## config.mk

```make
export PLATFORM = sky130hd
export DESIGN_NAME = serial_add_ctrl
export DESIGN_NICKNAME = d
export VERILOG_FILES = /design/src/rtl/serial_add_pkg.sv /design/src/rtl/serial_add_ctrl_fa_bit.sv /design/src/rtl/serial_add_ctrl.sv
export SDC_FILE = /design/constraint.sdc
export NUM_CORES = 1
export LEC_CHECK = 0
export ABC_AREA = 1
export CAP_MARGIN = 20
export CORE_MARGIN = 2
export CORE_UTILIZATION = 45
export CTS_CLUSTER_DIAMETER = 200
export DETAILED_ROUTE_END_ITERATION = 12
export PLACE_DENSITY = 0.82
export REMOVE_ABC_BUFFERS = 1
export SLEW_MARGIN = 40
export SYNTH_ARGS = -nofsm -noshare
export SYNTH_HDL_FRONTEND = slang
export SYNTH_SLANG_ARGS = --single-unit
```

## constraint.sdc

```tcl
create_clock -name clk -period 1.37 [get_ports clk]
set_clock_uncertainty 0.2 [all_clocks]
set_input_delay 0.274 -clock clk [delete_from_list [all_inputs] [get_ports clk]]
set_output_delay 0.274 -clock clk [all_outputs]
set_load 0.005 [all_outputs]
```

## src/rtl/serial_add_pkg.sv

```systemverilog
// Shared types and constants for the bit-serial adder.
package serial_add_pkg;

  localparam int unsigned DEFAULT_WIDTH = 8;

  typedef enum logic [1:0] {
    IDLE = 2'd0,
    RUN  = 2'd1,
    DONE = 2'd2
  } state_t;

endpackage

```

## src/rtl/serial_add_ctrl_fa_bit.sv

```systemverilog
// Single-bit full adder: two half-add stages and an OR for the carry.
module fa_bit (
  input  logic x,
  input  logic y,
  input  logic cin,
  output logic s,
  output logic co
);

  logic s1;
  logic c1;
  logic c2;

  // First half-add on the operands, second on the partial sum and carry-in
  assign s1 = x ^ y;
  assign c1 = x & y;
  assign s  = s1 ^ cin;
  assign c2 = s1 & cin;
  assign co = c1 | c2;

endmodule

```

## src/rtl/serial_add_ctrl.sv

```systemverilog
// Bit-serial unsigned adder: one full-add per cycle through a shared bit cell,
// LSB first. Optional signed-overflow output enabled by macro SERIAL_ADD_OVF_EN.
module serial_add_ctrl
  import serial_add_pkg::*;
#(
  parameter int unsigned WIDTH = DEFAULT_WIDTH
) (
  input  logic             clk,
  input  logic             rst_n,
  input  logic             start,
  input  logic [WIDTH-1:0] a,
  input  logic [WIDTH-1:0] b,
  output logic             busy,
  output logic             done,
  output logic [WIDTH-1:0] sum,
  output logic             cout
`ifdef SERIAL_ADD_OVF_EN
  ,
  output logic             ovf
`endif
);

  localparam int unsigned CW = (WIDTH > 1) ? $clog2(WIDTH) : 1;

  state_t           state;
  state_t           state_nxt;
  logic             load;
  logic             step;
  logic             commit;
  logic [WIDTH-1:0] opa;
  logic [WIDTH-1:0] opb;
  logic [WIDTH-1:0] res;
  logic             carry;
  logic [CW-1:0]    cnt;
  logic             last;
  logic             fa_s;
  logic             fa_co;
`ifdef SERIAL_ADD_OVF_EN
  logic             carry_msb;
`endif

  assign last = (cnt == CW'(WIDTH - 1));

  // The one shared bit cell, fed from the operand LSBs and the running carry
  fa_bit u_fa (
    .x   (opa[0]),
    .y   (opb[0]),
    .cin (carry),
    .s   (fa_s),
    .co  (fa_co)
  );

  // State register
  always_ff @(posedge clk or negedge rst_n) begin
    if (!rst_n) begin
      state <= IDLE;
    end else begin
      state <= state_nxt;
    end
  end

  // Next-state logic; a start coinciding with the done pulse is not accepted
  always_comb begin
    state_nxt = state;
    case (state)
      IDLE:    if (start && !done) state_nxt = RUN;
      RUN:     if (last) state_nxt = DONE;
      DONE:    state_nxt = IDLE;
      default: state_nxt = IDLE;
    endcase
  end

  // Datapath control strobes decoded from the state
  always_comb begin
    load   = 1'b0;
    step   = 1'b0;
    commit = 1'b0;
    case (state)
      IDLE:    load   = start && !done;
      RUN:     step   = 1'b1;
      DONE:    commit = 1'b1;
      default: ;
    endcase
  end

  // Operand/result shift registers, carry and bit counter
  always_ff @(posedge clk or negedge rst_n) begin
    if (!rst_n) begin
      opa   <= '0;
      opb   <= '0;
      res   <= '0;
      carry <= 1'b0;
      cnt   <= '0;
`ifdef SERIAL_ADD_OVF_EN
      carry_msb <= 1'b0;
`endif
    end else if (load) begin
      opa   <= a;
      opb   <= b;
      res   <= '0;
      carry <= 1'b0;
      cnt   <= '0;
`ifdef SERIAL_ADD_OVF_EN
      carry_msb <= 1'b0;
`endif
    end else if (step) begin
      opa   <= opa >> 1;
      opb   <= opb >> 1;
      res   <= {fa_s, res[WIDTH-1:1]};
      carry <= fa_co;
      cnt   <= last ? cnt : cnt + CW'(1);
`ifdef SERIAL_ADD_OVF_EN
      // After the last step this holds the carry into the MSB
      carry_msb <= carry;
`endif
    end
  end

  // Registered outputs; sum/cout/ovf change only when leaving DONE
  always_ff @(posedge clk or negedge rst_n) begin
    if (!rst_n) begin
      busy <= 1'b0;
      done <= 1'b0;
      sum  <= '0;
      cout <= 1'b0;
`ifdef SERIAL_ADD_OVF_EN
      ovf  <= 1'b0;
`endif
    end else begin
      busy <= (state_nxt != IDLE);
      done <= commit;
      if (commit) begin
        sum  <= res;
        cout <= carry;
`ifdef SERIAL_ADD_OVF_EN
        ovf  <= carry_msb ^ carry;
`endif
      end
    end
  end

endmodule

```

==> results of run 1 <==
-- cell usage after synthesis (all sizes together) --
| cell | number | share of area |
|---|---|---|
| nand2 | 76 | 0.16 |
| dfrtp | 41 | 0.54 |
| nand3 | 33 | 0.086 |
| inv | 19 | 0.039 |
| o21ai | 17 | 0.054 |
| buf | 11 | 0.043 |
| nand3b | 11 | 0.043 |
| nor2 | 4 | 0.017 |
| ha | 2 | 0.013 |
| fa | 1 | 0.010 |
| or2 | 1 | 0.0033 |
-- through the flow --
stage / hold slack, ns / utilization
4_1_cts: 0.280 / 0.621
5_1_grt: 0.293 / 0.623
3_5_place_dp: 0.0642 / 0.567
6_report: 0.277 / 0.623
3_3_place_gp: 0.0628 / 0.567
2_1_floorplan: -0.222 / -
-- flip-flops by register name, summed over array words and instances, names as in the netlist --
register and cells:
opa 8, opb 8, res 8, sum 8, cnt 3, state 2, busy 1, carry 1
cout 1, done 1
-- routing by layer --
metal  part of all wire  GRT usage
met5                  0          0
met3              0.046     0.0538
met1               0.46      0.236
met2               0.49      0.288
met4             0.0091     0.0654
-- worst max-delay path, stage by stage --
cell	delay, ns
sky130_fd_sc_hd__clkdlybuf4s50_1	0.46
sky130_fd_sc_hd__inv_1	0.06
sky130_fd_sc_hd__nor2_4	0.14
sky130_fd_sc_hd__buf_6	0.13
sky130_fd_sc_hd__buf_8	0.12
sky130_fd_sc_hd__nand3b_1	0.08
sky130_fd_sc_hd__nand2_1	0.07
sky130_fd_sc_hd__nand2_1	0.05
-- cell type report --
type,instances,share of cell area
timing repair buffer,53,0.196
tap,50,0.0247
multi-input combinational,145,0.302
clock inverter,2,0.0139
sequential,41,0.406
clock buffer,5,0.0272
inverter,19,0.0302
-- cell usage in the layout (no fill, tap or decap), drive strengths merged --
cell,Yosys,routed
clkbuf,0,16
nand2,76,76
fa,1,1
nand3,33,33
nand3b,11,11
buf,11,24
dlygate4sd3,0,1
clkdlybuf4s50,0,17
or2,1,1
bufinv,0,1
inv,19,19
o21ai,17,17
dfrtp,41,41
nor2,4,4
clkinv,0,1
ha,2,2
-- report_power, final --
group / switching (uW) / internal [uW]
clock: 408 / 530
combinational: 1330 / 1210
sequential: 306 / 1770
total: 2040 / 3510
-- logic make-up after synthesis --
logic type,share of synthesized area
AND/OR/NAND/NOR,0.305
flip-flops,0.536
buffers and inverters,0.0816
AO/OA/AOI/OAI,0.0542
adder cells (fa/ha/maj),0.0235
-- worst min-delay path by stage --
stage / to
global placement: sum[1]$_DFFE_PN0P_
global route: res[1]$_DFFE_PN0P_
CTS: sum[1]$_DFFE_PN0P_
floorplan: busy$_DFF_PN0_
finish: sum[1]$_DFFE_PN0P_
detailed placement: res[1]$_DFFE_PN0P_
-- timing repair --
item	CTS	global route
resized for setup	32	17
pin swaps	5	4
gates cloned	2	0
endpoints found under the hold margin	41	0
hold buffers	1	0
buffers inserted	6	4
endpoints found under the setup margin	24	40
==> flow_summary_export.csv, run 1 <==
group,metric,value,unit
cts,clock_tree_from_tritoncts,"built",
logic_synthesis,synth.ff_latch_count,41,
die,pin_count,30,
cts,numCtsBuffers,5,
global_routing,gr-total-overflow,0,
sta,final_hold_viol_count,0,
outcome,violations,"setup timing",
critical_path,critical_path_sink_type,"register",
route,first_iter_violations,121,
logic_synthesis,yosysWarningCount,0,
cts,clk_transition_reported_paths,0.08,ns
logic_synthesis,netlist_area,1920,um2
cells_and_area,multi_input_comb_area,763,um2
global_routing,global_route_wire_length_before_repair,6930,um
die,rows,23,
logic_synthesis,synth_cell_type_count,21,
route,avgViaCountPerCell,5.01,
critical_path,regToRegEndpoint,"opa[2]$_DFFE_PN0P_",
placed_design,postPlaceCellArea,2300,um2
cts,clock_tree.root_cell,"sky130_fd_sc_hd__clkbuf_8",
route,detailroute.via_count,1577,
die,die_width,69.2,um
cells_and_area,nets,287,
logic_synthesis,post_synthesis_average_cell_area,8.87,um2
die,die_area,4790,um2
critical_path,rr_startpoint,"done$_DFF_PN0_",
cells_and_area,areaGrowthSynthToFinish,32.0,%
sta,worst_pin_slew,0.281,ns
sta,max_freq,710,MHz
sta,finalCritPeriodShare,1.03,
cells_and_area,layout-drive-gt1-share,0.219,
sta,postLayoutSetupSlackWorst,-0.0392,ns
cells_and_area,regArea,1030,um2
critical_path,ff2ff_setup_slack,-0.03,ns
die,die_h,69.2,um
logic_synthesis,netlist_instances,216,
global_routing,first_global_vias,1516,
logic_synthesis,synth_sequential_area_ratio,0.536,
placed_design,globalplace.congestion,0.757,
die,floorplan.core_area,4060,um2
critical_path,cp_max_fo,8,
sta,slew_headroom,0.812,
critical_path,timing_worst_setup_path_type,"in2reg",
cells_and_area,fill_cells,350,
placed_design,placedCellCount,295,
cts,cts_buffer_depth,2,
cts,cts.htree.levels,2,
cells_and_area,finalInstanceArea,2530,um2
sta,total_of_endpoints_with_negative_setup_slack_in_the_final_report,28,
flow_run,cap_viol_max_count,0,
sta,period_minus_slack,1.41,ns
pwr,vdd_ir_drop_max,750,uV
pwr,p_leak,0.00129,uW
placed_design,port_buffers,29,
critical_path,r2r.worst_path.cells,7,
cells_and_area,finish.cell_count_without_fillers,315,
route,first_pass_iters,4,
critical_path,crit_required,1.35,ns
cells_and_area,diodes,0,
critical_path,critical_path.startpoint,"start",
sta,setup_repair_after_global_routing_missed_its_margin,"yes",
cts,clkSinkCount,41,
sta,final.setup.tns,-0.503,ns
critical_path,startpoint_type,"input port",
cts,clkLatencyLatePin,0.29,ns
min_path,min-delay-path-class,"in2async",
route,ant_nets,0,
die,floorplan.initialDensity,0.472,
sta,count_of_pins_over_their_slew_limit,0,
route,finalWirelength,3960,um
placed_design,detailed_place_hpwl,2320,um
global_routing,grt_max_degree,42,
pwr,fin_total_pwr,5550,uW
global_routing,grt_antenna_before_repair,0,
pwr,power.density_cell_area,2190,nW/um2
placed_design,preCtsSetupSlack,-0.338,ns
outcome,status,"finished with violations",
route,wl_per_cell,12.6,um
critical_path,worstSetupEndpoint,"opa[2]$_DFFE_PN0P_",
critical_path,worst-endpoint-arrival,1.39,ns
route,post-route-drc-count,0,
global_routing,global_route.usage.total,0.182,
Power figures use the tool's default switching activity.
==> inputs of run 2 (changes only) <==
--- a/config.mk
+++ b/config.mk
@@ -17,3 +17,4 @@
 export SYNTH_ARGS = -nofsm -noshare
 export SYNTH_HDL_FRONTEND = slang
 export SYNTH_SLANG_ARGS = --single-unit
+export TNS_END_PERCENT = 30
==> run 2 against run 1 <==
  * Clock-buffer cell count unchanged
  * Critical endpoint is now opb[3]$_DFFE_PN0P_
  * Total power decreased by 2.8%
  * The run still ends with setup timing left
  * Setup slack got worse by 0.039 ns
  * Final cell count decreased by 1.9%
==> flow_summary_export.csv, run 2 (synthesis gave the netlist of run 1 again) <==
group,metric,value,unit
outcome,status,"finished with violations",
outcome,violations,"setup timing",
critical_path,regToRegEndpoint,"opb[3]$_DFFE_PN0P_",
global_routing,grt_antenna_before_repair,0,
pwr,power.density_cell_area,2190,nW/um2
cts,cts_buffer_depth,2,
critical_path,cp_slowest_stage_delay,0.46,ns
cells_and_area,diodes,0,
pwr,internal_power,3390,uW
cts,clock_tree.root_cell,"sky130_fd_sc_hd__clkbuf_8",
route,first_pass_iters,4,
placed_design,port_buffers,29,
cts,numCtsBuffers,5,
route,first_iter_violations,107,
sta,slew_headroom,0.812,
route,post-route-drc-count,0,
die,die_h,69.2,um
die,pin_count,30,
critical_path,timing_worst_setup_path_type,"in2reg",
sta,setup_repair_after_global_routing_missed_its_margin,"yes",
die,die_area,4790,um2
sta,whs,0.277,ns
cells_and_area,nets,281,
cells_and_area,layout-drive-gt1-share,0.208,
sta,worst_pin_slew,0.281,ns
sta,max_freq,691,MHz
critical_path,highest_delay_cell_along_the_critical_path,"sky130_fd_sc_hd__clkdlybuf4s50_1",
route,ant_nets,0,
critical_path,startpoint_type,"input port",
global_routing,grt_max_degree,42,
critical_path,crit_required,1.36,ns
pwr,combPwrFrac,0.445,
sta,final_hold_viol_count,0,
critical_path,rr_startpoint,"done$_DFF_PN0_",
route,wl_per_cell,12.7,um
global_routing,global_route_wire_length_before_repair,6560,um
pwr,fin_total_pwr,5390,uW
cts,clk_transition_reported_paths,0.08,ns
global_routing,global_route.usage.total,0.170,
critical_path,timing.critical_path.max_delay_family,"buffers and inverters",
route,finalWirelength,3920,um
cts,clock_tree_from_tritoncts,"built",
die,die_width,69.2,um
critical_path,crit_path_frequent_cell,"sky130_fd_sc_hd__nand2_1",
placed_design,detailed_place_hpwl,2320,um
cts,cts.htree.levels,2,
pwr,netSwitchingPower,2000,uW
critical_path,worstPathCellList,"clkdlybuf4s50_1 > inv_1 > nor2_4 > buf_4 > nand3b_1 > nand2_1 > nand2_1",
cts,clkSinkCount,41,
die,floorplan.initialDensity,0.472,
sta,total_of_endpoints_with_negative_setup_slack_in_the_final_report,29,
pwr,vdd_ir_drop_max,755,uV
critical_path,ff2ff_setup_slack,-0.07,ns
critical_path,worst-endpoint-arrival,1.44,ns
critical_path,cp_max_fo,8,
route,avgViaCountPerCell,4.99,
pwr,switching_share,0.372,
placed_design,globalplace.congestion,0.757,
sta,finalCritPeriodShare,1.06,
critical_path,r2r.worst_path.cells,6,
sta,count_of_pins_over_their_slew_limit,0,
cts,clkLatencyLatePin,0.29,ns
critical_path,critical_path.n_buffers_inverters,3,
critical_path,critical_path_sink_type,"register",
cells_and_area,most_common_library_cell_in_the_layout_ignoring_fill_and_taps,"sky130_fd_sc_hd__nand2_1",
die,floorplan.core_area,4060,um2
placed_design,placedCellCount,295,
pwr,share_clk_of_total_power,0.173,
cells_and_area,areaGrowthSynthToFinish,28.6,%
cells_and_area,finish.cell_count_without_fillers,309,
global_routing,gr-total-overflow,0,
sta,period_minus_slack,1.45,ns
cells_and_area,post_layout_utilization_of_the_core,0.607,
route,detailroute.via_count,1541,
pwr,seq_power_share,0.382,
sta,postLayoutSetupSlackWorst,-0.0781,ns
pwr,p_leak,0.00127,uW
flow_run,cap_viol_max_count,0,
global_routing,first_global_vias,1435,
cells_and_area,top_library_cells_by_usage_in_the_layout_fill_and_taps_aside,"73 x sky130_fd_sc_hd__nand2_1, 41 x sky130_fd_sc_hd__dfrtp_1, 30 x sky130_fd_sc_hd__nand3_1",
min_path,min-delay-path-class,"in2async",
die,rows,23,
==> run 2: changes by cell type in the layout (fill, tap and decap cells not counted), sizes merged <==
cell | before | now
buf | 24 | 17
dlygate4sd2 | 0 | 1
==> run 2: routing by layer <==
metal | GRT usage | part of all wire | vias to the layer above
li1 | - | - | 770
met1 | 0.225 | 0.47 | 735
met2 | 0.269 | 0.48 | 32
met3 | 0.0538 | 0.040 | 4
met4 | 0.0523 | 0.0074 | 0
met5 | 0 | 0 | -
==> run 2: how the worst max path moves through the flow <==
| stage | startpoint | end | cells after the start |
|---|---|---|---|
| global route | done$_DFF_PN0_ | opb[3]$_DFFE_PN0P_ | 6 |
| floorplan | done$_DFF_PN0_ | carry$_DFFE_PN0P_ | 4 |
| global placement | start | opb[1]$_DFFE_PN0P_ | 7 |
| finish | start | opb[3]$_DFFE_PN0P_ | 7 |
| detailed placement | start | opa[4]$_DFFE_PN0P_ | 7 |
| CTS | done$_DFF_PN0_ | done | 1 |
==> run 2: what timing repair did <==
action	CTS	global route
gates resized for setup	28	14
setup buffers	2	2
hold buffers	1	0
gates cloned	1	1
endpoints found under the setup margin	24	39
pin swaps	1	2
hold endpoints to repair	41	0
==> run 2: area by class of cell <==
type | instances | area, um2
clock inverter | 2 | 35.0
fill | 371 | 1590
tap | 50 | 62.6
timing repair buffer | 47 | 434
multi-input combinational | 145 | 763
clock buffer | 5 | 68.8
inverter | 19 | 73.8
sequential | 41 | 1030
==> run 2: power by group through the flow <==
stage                     combinational (uW)  sequential, uW  clock [uW]
after floorplan                         1400            2040           0
after global placement                  2270            2040           0
after detailed placement                2360            2080           0
after CTS                               2350            2060         961
after global routing                    2740            2130        1020
final                                   2400            2060         931
==> run 2: through the flow <==
step | setup slack (ns) | setup TNS, ns | instance area [um2]
after CTS | -0.0466 | -0.201 | 2460
final | -0.0781 | -1.02 | 2460
after global routing | -0.133 | -2.37 | 2460
after detailed placement | -0.338 | -8.37 | 2300
after floorplan | -0.408 | -11.14 | 1830
after global placement | -0.291 | -7.60 | 2300
==> run 2: worst reg2reg max path: stages (launching register included) <==
cell and delay [ns]:
sky130_fd_sc_hd__dfrtp_1 0.38, sky130_fd_sc_hd__buf_4 0.14, sky130_fd_sc_hd__nor2_4 0.17, sky130_fd_sc_hd__buf_4 0.20
sky130_fd_sc_hd__nand3b_1 0.11, sky130_fd_sc_hd__nand2_1 0.09, sky130_fd_sc_hd__nand2_1 0.05
==> inputs of run 3 (changes only) <==
--- a/config.mk
+++ b/config.mk
@@ -11,7 +11,7 @@
 export CORE_UTILIZATION = 45
 export CTS_CLUSTER_DIAMETER = 200
 export DETAILED_ROUTE_END_ITERATION = 12
-export PLACE_DENSITY = 0.82
+export PLACE_DENSITY_LB_ADDON = 0.08
 export REMOVE_ABC_BUFFERS = 1
 export SLEW_MARGIN = 40
 export SYNTH_ARGS = -nofsm -noshare
==> run 3 against run 2 <==
  * Clock-buffer cell count unchanged
  * Via count decreased by 3.3%
  * Largest cell class unchanged
  * Non-clock buffer count decreased by 1
  * Design area rose by 2.3%
  * Maximum frequency grew 4.8%
  * Register-to-register slack improved by 0.06 ns
  * First-iteration DRC count decreased by 23%
  * Critical path depth is 1 lower
  * Final cell count unchanged
  * Hold slack lost 0.086 ns
  * Utilization is 1.4 points higher
  * The run still ends with setup timing left
  * Combinational power grew 3%
==> flow_summary_export.csv, run 3 (synthesis gave the netlist of run 1 again) <==
group,metric,value,unit
critical_path,r2r.worst_path.cells,6,
cells_and_area,most_common_library_cell_in_the_layout_ignoring_fill_and_taps,"sky130_fd_sc_hd__nand2_1",
route,post-route-drc-count,0,
sta,postLayoutSetupSlackWorst,-0.0112,ns
placed_design,placedCellCount,293,
pwr,power.density_cell_area,2260,nW/um2
route,first_iter_violations,82,
route,avgViaCountPerCell,4.82,
cts,cts_buffer_depth,2,
cells_and_area,diodes,0,
outcome,violations,"setup timing",
placed_design,postPlaceCellArea,2300,um2
cts,clock_tree.root_cell,"sky130_fd_sc_hd__clkbuf_8",
sta,period_minus_slack,1.38,ns
sta,slew_headroom,0.797,
critical_path,critical_path.startpoint,"cnt[1]$_DFFE_PN0P_",
pwr,vdd_ir_drop_max,898,uV
global_routing,gr-total-overflow,0,
route,detailroute.via_count,1490,
critical_path,timing.critical_path.depth,6,
critical_path,critical_path_sink_type,"register",
sta,whs,0.190,ns
cts,cts.htree.levels,2,
sta,worst_pin_slew,0.305,ns
route,finalWirelength,3550,um
die,floorplan.initialDensity,0.472,
critical_path,regToRegEndpoint,"cnt[0]$_DFFE_PN0P_",
global_routing,global_route.usage.total,0.164,
critical_path,ff2ff_setup_slack,-0.01,ns
critical_path,crit_path_frequent_cell,"sky130_fd_sc_hd__ha_2",
pwr,p_leak,0.00128,uW
sta,final_hold_viol_count,0,
critical_path,timing.critical_path.max_delay_family,"flip-flops",
placed_design,port_buffers,29,
placed_design,preCtsSetupSlack,-0.301,ns
critical_path,cp_max_fo,6,
sta,max_freq,724,MHz
sta,finalCritPeriodShare,1.01,
cts,numCtsBuffers,5,
die,rows,23,
global_routing,grt_antenna_before_repair,0,
global_routing,grt_max_degree,37,
cts,clkSinkCount,41,
cells_and_area,layout-drive-gt1-share,0.236,
die,floorplan.core_area,4060,um2
critical_path,worstSetupEndpoint,"cnt[0]$_DFFE_PN0P_",
critical_path,worstPathCellList,"ha_2 > ha_2 > inv_2 > nand2_4 > or2_0 > nand2_1",
outcome,status,"finished with violations",
route,wl_per_cell,11.5,um
critical_path,crit_required,1.41,ns
route,ant_nets,0,
cells_and_area,top_library_cells_by_usage_in_the_layout_fill_and_taps_aside,"65 x sky130_fd_sc_hd__nand2_1, 40 x sky130_fd_sc_hd__dfrtp_1, 33 x sky130_fd_sc_hd__nand3_1",
route,first_pass_iters,4,
critical_path,startpoint_type,"register",
critical_path,worst-endpoint-arrival,1.42,ns
flow_run,cap_viol_max_count,0,
sta,setup_repair_after_global_routing_missed_its_margin,"yes",
sta,count_of_pins_over_their_slew_limit,0,
critical_path,critical_path.n_buffers_inverters,1,
cts,clk_transition_reported_paths,0.08,ns
cells_and_area,nets,280,
die,pin_count,30,
placed_design,detailed_place_hpwl,2300,um
sta,total_of_endpoints_with_negative_setup_slack_in_the_final_report,1,
min_path,min-delay-path-class,"in2async",
global_routing,first_global_vias,1471,
global_routing,global_route_wire_length_before_repair,6420,um
die,die_width,69.2,um
die,die_area,4790,um2
cells_and_area,finish.cell_count_without_fillers,309,
critical_path,rr_startpoint,"cnt[1]$_DFFE_PN0P_",
cells_and_area,finalInstanceArea,2520,um2
critical_path,timing_worst_setup_path_type,"reg2reg",
cts,clkLatencyLatePin,0.29,ns
cells_and_area,areaGrowthSynthToFinish,31.6,%
placed_design,globalplace.congestion,0.737,
pwr,fin_total_pwr,5690,uW
critical_path,highest_delay_cell_along_the_critical_path,"sky130_fd_sc_hd__dfrtp_1",
critical_path,cp_slowest_stage_delay,0.39,ns
cts,clock_tree_from_tritoncts,"built",
die,die_h,69.2,um
-- run 3: worst register-to-register path: cells and delay by family, from the launching register on --
kind | cells | cell delay [ns]
adder cells (fa/ha/maj) | 2 | 0.36
flip-flops | 1 | 0.39
AND/OR/NAND/NOR | 3 | 0.32
buffers and inverters | 1 | 0.07
-- run 3: cell type report --
class | instances | area, um2
timing repair buffer | 46 | 455
fill | 376 | 1540
sequential | 41 | 1030
multi-input combinational | 145 | 763
clock inverter | 3 | 65.1
tap | 50 | 62.6
inverter | 19 | 78.8
clock buffer | 5 | 68.8
-- run 3: what timing repair did --
item | in CTS | in global routing
pin swaps | 2 | 8
resized for setup | 27 | 26
cloned | 0 | 1
buffers inserted | 1 | 5
endpoints found under the hold margin | 41 | 0
hold buffers | 1 | 0
setup endpoints to repair | 18 | 38
-- run 3: power breakdown --
group          leakage [uW]  switching, uW  internal [uW]  total, uW
Combinational      0.000713           1290           1180       2470
Sequential         0.000496            304           1770       2070
Clock             0.0000681            424            724       1150
Total               0.00128           2020           3670       5690
-- run 3: metrics by stage --
step                 util  setup TNS (ns)
global route        0.621           -1.39
detailed placement  0.566           -7.81
global placement    0.566           -7.50
CTS                 0.604         -0.0451
floorplan               -          -11.14
finish              0.621         -0.0112
-- run 3: layer usage --
layer,vias to the layer above,track usage,part of all wire,routed length (um)
li1,769,-,-,-
met1,691,0.205,0.47,1690
met2,24,0.271,0.48,1690
met3,6,0.0480,0.036,129
met4,0,0.0545,0.012,44
met5,-,0,0,0
-- run 3: worst min path at each step --
stage	cells after the start	slack (ns)	end
floorplan	0	-0.22	busy$_DFF_PN0_
global placement	1	-0.02	sum[1]$_DFFE_PN0P_
detailed placement	1	-0.02	sum[1]$_DFFE_PN0P_
CTS	2	0.20	sum[6]$_DFFE_PN0P_
global route	2	0.21	sum[5]$_DFFE_PN0P_
finish	2	0.19	sum[6]$_DFFE_PN0P_
